**src/rtl/uart_tx_sched.sv**
```systemverilog
// Transmit scheduler for a memory-mapped UART: programs baud/control after reset,
// then round-robins core (req 0) and debug (req 1) bytes into the TX data register.
module uart_tx_sched #(
  parameter int          BAUD_DIV      = 103,
  parameter logic [31:0] CTRL_VAL      = 32'h31,
  parameter int          START_TIMEOUT = 16
) (
  input  logic        clock,
  input  logic        reset,
  input  logic [1:0]  req_valid,
  input  logic [7:0]  req_data0,
  input  logic [7:0]  req_data1,
  output logic [1:0]  req_ready,
  output logic        init_done,
  output logic        busy,
  output logic        timeout_err,
  output logic [3:0]  uart_addr,
  output logic [31:0] wdata_mem,
  output logic        uart_wr_enable,
  output logic        uart_sel,
  input  logic [31:0] uart_data,
  output logic [2:0]  state_dbg
);

  // Handshake: a byte moves from requester i on a rising edge where
  // req_valid[i] && req_ready[i]; req_ready is one-hot and high for one cycle.

  localparam int CW = $clog2(START_TIMEOUT + 1);

  typedef enum logic [2:0] {
    INIT_BAUD  = 3'd0,
    INIT_CTRL  = 3'd1,
    IDLE       = 3'd2,
    POLL       = 3'd3,
    WRITE      = 3'd4,
    WAIT_START = 3'd5,
    WAIT_DONE  = 3'd6
  } state_t;

  state_t          state;
  logic            ptr;
  logic [7:0]      tx_byte;
  logic [CW-1:0]   cnt;
  logic [1:0]      pick;
  logic            tx_busy;
  logic            unused_uart_bits;

  assign state_dbg        = state;
  assign tx_busy          = uart_data[0];
  assign unused_uart_bits = ^uart_data[31:1];

  // A lone requester wins outright; the pointer only breaks ties.
  always_comb begin
    pick = req_valid;
    if (req_valid == 2'b11) pick = ptr ? 2'b10 : 2'b01;
  end

  always_ff @(posedge clock or negedge reset) begin
    if (!reset) begin
      state          <= INIT_BAUD;
      ptr            <= 1'b0;
      tx_byte        <= 8'h00;
      cnt            <= '0;
      req_ready      <= 2'b00;
      init_done      <= 1'b0;
      busy           <= 1'b0;
      timeout_err    <= 1'b0;
      uart_addr      <= 4'h0;
      wdata_mem      <= 32'h0;
      uart_wr_enable <= 1'b0;
      uart_sel       <= 1'b0;
    end else begin
      case (state)
        INIT_BAUD: begin
          uart_addr      <= 4'hC;
          wdata_mem      <= 32'(BAUD_DIV);
          uart_wr_enable <= 1'b1;
          busy           <= 1'b1;
          state          <= INIT_CTRL;
        end
        INIT_CTRL: begin
          uart_addr      <= 4'h8;
          wdata_mem      <= CTRL_VAL;
          uart_wr_enable <= 1'b1;
          init_done      <= 1'b1;
          busy           <= 1'b0;
          state          <= IDLE;
        end
        IDLE: begin
          uart_wr_enable <= 1'b0;
          uart_sel       <= 1'b0;
          uart_addr      <= 4'h0;
          if (req_ready != 2'b00) begin
            // Accept cycle: the offer was made last cycle, transfer happens now.
            req_ready <= 2'b00;
            if (|(req_valid & req_ready)) begin
              tx_byte  <= req_ready[1] ? req_data1 : req_data0;
              ptr      <= req_ready[0];
              uart_sel <= 1'b1;
              busy     <= 1'b1;
              state    <= POLL;
            end
          end else if (|req_valid) begin
            req_ready <= pick;
          end
        end
        POLL: begin
          if (!tx_busy) begin
            uart_sel       <= 1'b0;
            uart_addr      <= 4'h4;
            wdata_mem      <= {24'h0, tx_byte};
            uart_wr_enable <= 1'b1;
            state          <= WRITE;
          end
        end
        WRITE: begin
          uart_wr_enable <= 1'b0;
          uart_sel       <= 1'b1;
          uart_addr      <= 4'h0;
          cnt            <= '0;
          state          <= WAIT_START;
        end
        WAIT_START: begin
          if (cnt != '1) cnt <= cnt + 1'b1;
          if (tx_busy) begin
            state <= WAIT_DONE;
          end else if (cnt == CW'(START_TIMEOUT - 1)) begin
            // UART never started: drop the byte and flag it until reset.
            timeout_err <= 1'b1;
            uart_sel    <= 1'b0;
            busy        <= 1'b0;
            state       <= IDLE;
          end
        end
        WAIT_DONE: begin
          if (!tx_busy) begin
            uart_sel <= 1'b0;
            busy     <= 1'b0;
            state    <= IDLE;
          end
        end
        default: state <= INIT_BAUD;
      endcase
    end
  end

endmodule
```
**config.mk**
```make
export PLATFORM = sky130hd
export DESIGN_NAME = uart_tx_sched
export DESIGN_NICKNAME = d
export VERILOG_FILES = /design/src/rtl/uart_tx_sched.sv
export SDC_FILE = /design/constraint.sdc
export NUM_CORES = 1
export LEC_CHECK = 0
export BUFFER_PORTS_ARGS = -buffer_cell sky130_fd_sc_hd__buf_2
export CORE_UTILIZATION = 46
export CTS_CLUSTER_SIZE = 12
export DETAILED_ROUTE_END_ITERATION = 10
export PLACE_DENSITY_LB_ADDON = 0.08
export SYNTH_ARGS = -nofsm -noshare
export SYNTH_HDL_FRONTEND = slang
export SYNTH_SLANG_ARGS = --single-unit
```
**constraint.sdc**
```tcl
create_clock -name clock -period 1.9 [get_ports clock]
set_input_delay 0.285 -clock clock [delete_from_list [all_inputs] [get_ports clock]]
set_output_delay 0.285 -clock clock [all_outputs]
set_load 0.05 [all_outputs]
```
---- Word level (Yosys, flattened, before mapping) ----
Index checks and enable logic that the tools add are counted.
operators by class
  equality and inequality tests ........... 18
  add/subtract/negate cells ............... 1
  bitwise gates (word level) .............. 2
  muxes and demuxes ....................... 29
  reduce and logical (&&, ||, !) cells .... 24
operator list
  kind                 number
  $pmux 32 s3          1
  $mux 32              1
  $pmux 3 s7           1
  $mux 3               6
  $ne 2x2->1 const B   8
  $pmux 4 s4           1
  $pmux 5 s2           1
  $reduce_and 2->1     5
  $reduce_or 2->1      5
  $eq 3x3->1 const B   3
  $mux 1               8
  $mux 2               4
  $mux 8               1
  $reduce_bool 4->1    2
  $eq 3x2->1 const B   2
  $reduce_and 3->1     2
  $reduce_and 6->1     1
  $reduce_bool 2->1    3
  $reduce_bool 3->1    2
  $add 5x1->5 const B  1
  $eq 5x4->1 const B   1
  $mux 5               1
  $ne 5x5->1 const B   1
  $pmux 1 s5           1
  other kinds (12)     12
word-level totals
  bits in registers ....................... 60
  output and inout bits ................... 46
  logic and storage cells ................. 86

---- Longest topological paths before layout ----
  depth after elaboration ................. 5
  mapped depth ............................ 6

---- Least setup slack after synthesis ----
No wires, ideal clock.
  kind .................................... register to register
  start point ............................. reg cnt[0]
  end point ............................... reg state[0] (netlist: state_dbg[0])
  clock period less this slack ............ 1.706 ns
  stages on the path, launching flop included .. 7
  path buffers ............................ 0
  arrival ................................. 1.628 ns
  setup time .............................. 0.078 ns
  slack ................................... 0.194 ns
  cells stage by stage .................... dfrtp_1 ha_1 and3_1 ha_1 or3b_1 a21oi_1 o21bai_1
on the way
  word-level cells in the longest chain between the ends .. 3
ends and longest elaborated chain
  item                        RTL line  RTL
  from (decl)                 43        logic [CW-1:0] cnt;
  from (signal assigned)      124       if (cnt != '1) cnt <= cnt + 1'b1;
  $eq 5x4->1                  127       end else if (cnt == CW'(START_TIMEOUT - 1)) begin
  $ne 3x3->1 (no line)        n/a
  $reduce_and 5->1 (no line)  n/a
  to (signal assigned)        126       state <= WAIT_DONE;
  to (signal assigned)        132       state <= IDLE;
  to (signal assigned)        139       state <= IDLE;
  to (decl)                   40        state_t state;
No other way between the ends.
A chain may end at the register's enable or synchronous reset.

---- Final worst setup path ----
  start point ............................. reg cnt[1]
  end point ............................... reg state[0] (netlist: state_dbg[0])
Same word-level chain as after synthesis.

==> out/qor.yml <==
sta:
  setup_viol_count_final: 0
  fin_crit_sh_pct: 95.0
  rsz0062_at_grt: "false"
  maxSlewViolCount: 0
  whs_ps: 60.7
  maxClockFrequency_mhz: 554
  skew_ps: 5.81
  finalCriticalPeriod_ps: 1800
  max_slew_margin_pct: 48.9
  tightest_slew_ps: 766
  fin_tns_setup_ps: 0
  finalHoldViolCount: 0
clocking:
  clk_latency_ps: 290
  cts_root_buf: "clkbuf_8"
  path_clk_slew_ps: 80
  cts_buffer_depth: 2
  cts_setup_buffers: 0
  cts_tree: "yes"
  cts_made_buffers: 5
  cts_sinks: 34
  htree_levels: 2
setup_path:
  ff2ff_path_depth: 6
  worst_r2r_startpoint: "cnt[1]"
  rrSetupSlack_ps: 100
  critPathMaxFanout: 5
  crit_required_ps: 2120
  crit_slowest_cell: "dfrtp_1"
  worstReg2RegEnd: "state_dbg[0]"
  crit_arrival_ps: 2020
  path_class: "flop to flop"
  start_kind: "flop"
  endpoint_kind: "flop"
  cp_cell_sequence: "ha_1 -> and3_1 -> ha_2 -> or3b_1 -> a21oi_1 -> o21bai_1"
  slowest_delay_ps: 420
yosys:
  synth.top_cell.area_share_pct: 41.9
  synthTopCellsByCount: "dfrtp_1, buf_4, a21oi_1, nand2_1, mux2i_1"
  synth-seq-area-share_pct: 41.9
  synth-seq-cells: 34
  yosys.area.top_type: "dfrtp_1"
  ys.flop_type: "dfrtp_1"
  avgSynthCellArea_um2: 9.70
  synth_warnings: 0
  synth_area_leaders: "dfrtp_1, buf_4, mux2i_1"
  yosysMostFrequentCell: "dfrtp_1"
  mappedNetlistArea_mm2: 0.00203
  synth_edf_count: 0
  synth_cell_type_count: 44
  netlist_instances: 209
  async_flop_share_pct: 100
grt:
  grt_overflow: 0
  grt_usage_pct: 20.1
  grt_max_degree: 35
  antenna_found_initial: 0
  grt_pass1_wl_um: 6830
  grt_pass1_vias: 1443
die:
  die_w_um: 68.4
  pin_count: 98
  rows: 23
  fp.coreArea_mm2: 0.00412
  initial_core_util_pct: 49.3
  die_area_mm2: 0.00468
  die_h_um: 68.4
drt:
  drc: 0
  via_count: 1616
  drt_pass1_iterations: 4
  ant_nets: 0
  wl_per_cell_um: 13.4
  wirelength_um: 4090
  viasPerCell: 5.30
  drt_iter0_drc: 86
placed_design:
  place_congestion: 0.715
  io_buffers: 40
  dp.final_hpwl_um: 2870
pwr:
  power_leakage_nw: 1.09
  ir_drop_mv: 1.03
  cellPowerDensity_mw_per_mm2: 1850
layout:
  n_antenna_cell: 0
  nets: 309
  syn_to_final_growth_pct: 15.7
  drive_above_1_share_pct: 25.9
  fillers: 392
flow_run:
  cap_violations: 0
outcome:
  status: "completed"
hold_path:
  hold_path_class: "input pin to async pin"
[metal layers]
layer / track usage (%) / share of wire (%) / vias to the layer above
met5: 0 / 0 / -
met4: 7.03 / 0.64 / 0
met3: 6.83 / 6.0 / 2
met2: 29.9 / 45 / 63
met1: 26.9 / 48 / 752
li1: - / - / 799
[critical path: cells and delay by family (launching register included)]
kind,cells,cell delay [ps]
AOI/OAI and AO/OA,2,320
adders and majority gates,2,430
DFF,1,420
and+or+nand+nor,2,560
[how the worst max path moves through the flow]
stage / slack, ps / cells after the start / from / to
2_1_floorplan: 190 / 6 / cnt[0] / state_dbg[0]
3_3_place_gp: 70 / 6 / cnt[1] / state_dbg[0]
3_5_place_dp: 70 / 6 / cnt[1] / state_dbg[0]
4_1_cts: 40 / 6 / cnt[1] / state_dbg[0]
5_1_grt: 30 / 6 / cnt[1] / state_dbg[0]
6_report: 100 / 6 / cnt[1] / state_dbg[0]
[placed cells by master, fill, tap and decap left out, types with 2 or more instances in the layout]
master / n
o21ai_0: 4
mux2i_1: 10
and3_1: 2
nand2b_1: 3
ha_1: 2
nor3b_1: 2
a31oi_1: 9
dfrtp_1: 34
o221ai_1: 2
o22ai_1: 6
nand2_1: 15
clkinvlp_4: 2
nand3_1: 2
clkbuf_8: 5
a2bb2oi_1: 5
buf_4: 12
o21bai_1: 3
buf_2: 40
nand4b_1: 3
a32oi_1: 2
nor2b_1: 4
a22o_1: 4
or3b_1: 2
a21oi_1: 15
nor2_1: 3
conb_1: 26
o21ai_1: 9
inv_1: 9
[state kept, by name, summed over array words and instances, names as in the netlist]
register / count
uart_addr: 2
ptr: 1
tx_byte: 8
init_done: 1
cnt: 5
wdata_mem: 8
timeout_err: 1
uart_wr_enable: 1
state_dbg: 3
busy: 1
uart_sel: 1
req_ready: 2
[through the flow]
stage	worst slack, ps	cell area, um2	power [mW]	cells	utilization, %
2_1_floorplan	194	2120	3.13	234	-
3_3_place_gp	73.4	2220	3.66	297	54.1
3_5_place_dp	66.9	2220	3.67	297	54.1
4_1_cts	42.3	2340	4.36	305	56.8
5_1_grt	31.4	2350	4.64	305	57.0
6_report	95.9	2350	4.35	305	57.0
[area by class of cell]
type | instances | area [um2] | area share [%]
clock inverters | 3 | 45.0 | 1.92
well taps | 50 | 62.6 | 2.67
multi-input cells | 151 | 976 | 41.6
flip-flops and latches | 34 | 851 | 36.2
repair buffers | 53 | 310 | 13.2
clock buffers | 5 | 68.8 | 2.93
inverters | 9 | 33.8 | 1.44
[cells by family (layout without fill, tap and decap cells)]
group,count (synthesis),after routing,share of synthesized area [%]
DFF,34,34,41.9
buffers and inverters,49,70,15.0
and+or+nand+nor,42,42,12.6
AOI/OAI and AO/OA,68,68,22.5
xor gates and xnor gates,1,1,0.432
adders and majority gates,3,3,1.85
other,1,26,0.185
muxes,11,11,5.49
[repair_timing]
item,4_1_cts,5_1_grt
endpoints found under the setup margin,0,2
gates resized for setup,0,2
hold buffers,0,0
[power breakdown]
part	internal [mW]	leakage (nW)	total [mW]	switching (mW)
combinational	0.835	0.638	2.37	1.53
sequential	1.02	0.401	1.29	0.266
clock	0.390	0.0504	0.688	0.297
total	2.25	1.09	4.35	2.10
No activity file was read; power rests on OpenSTA's default activity.
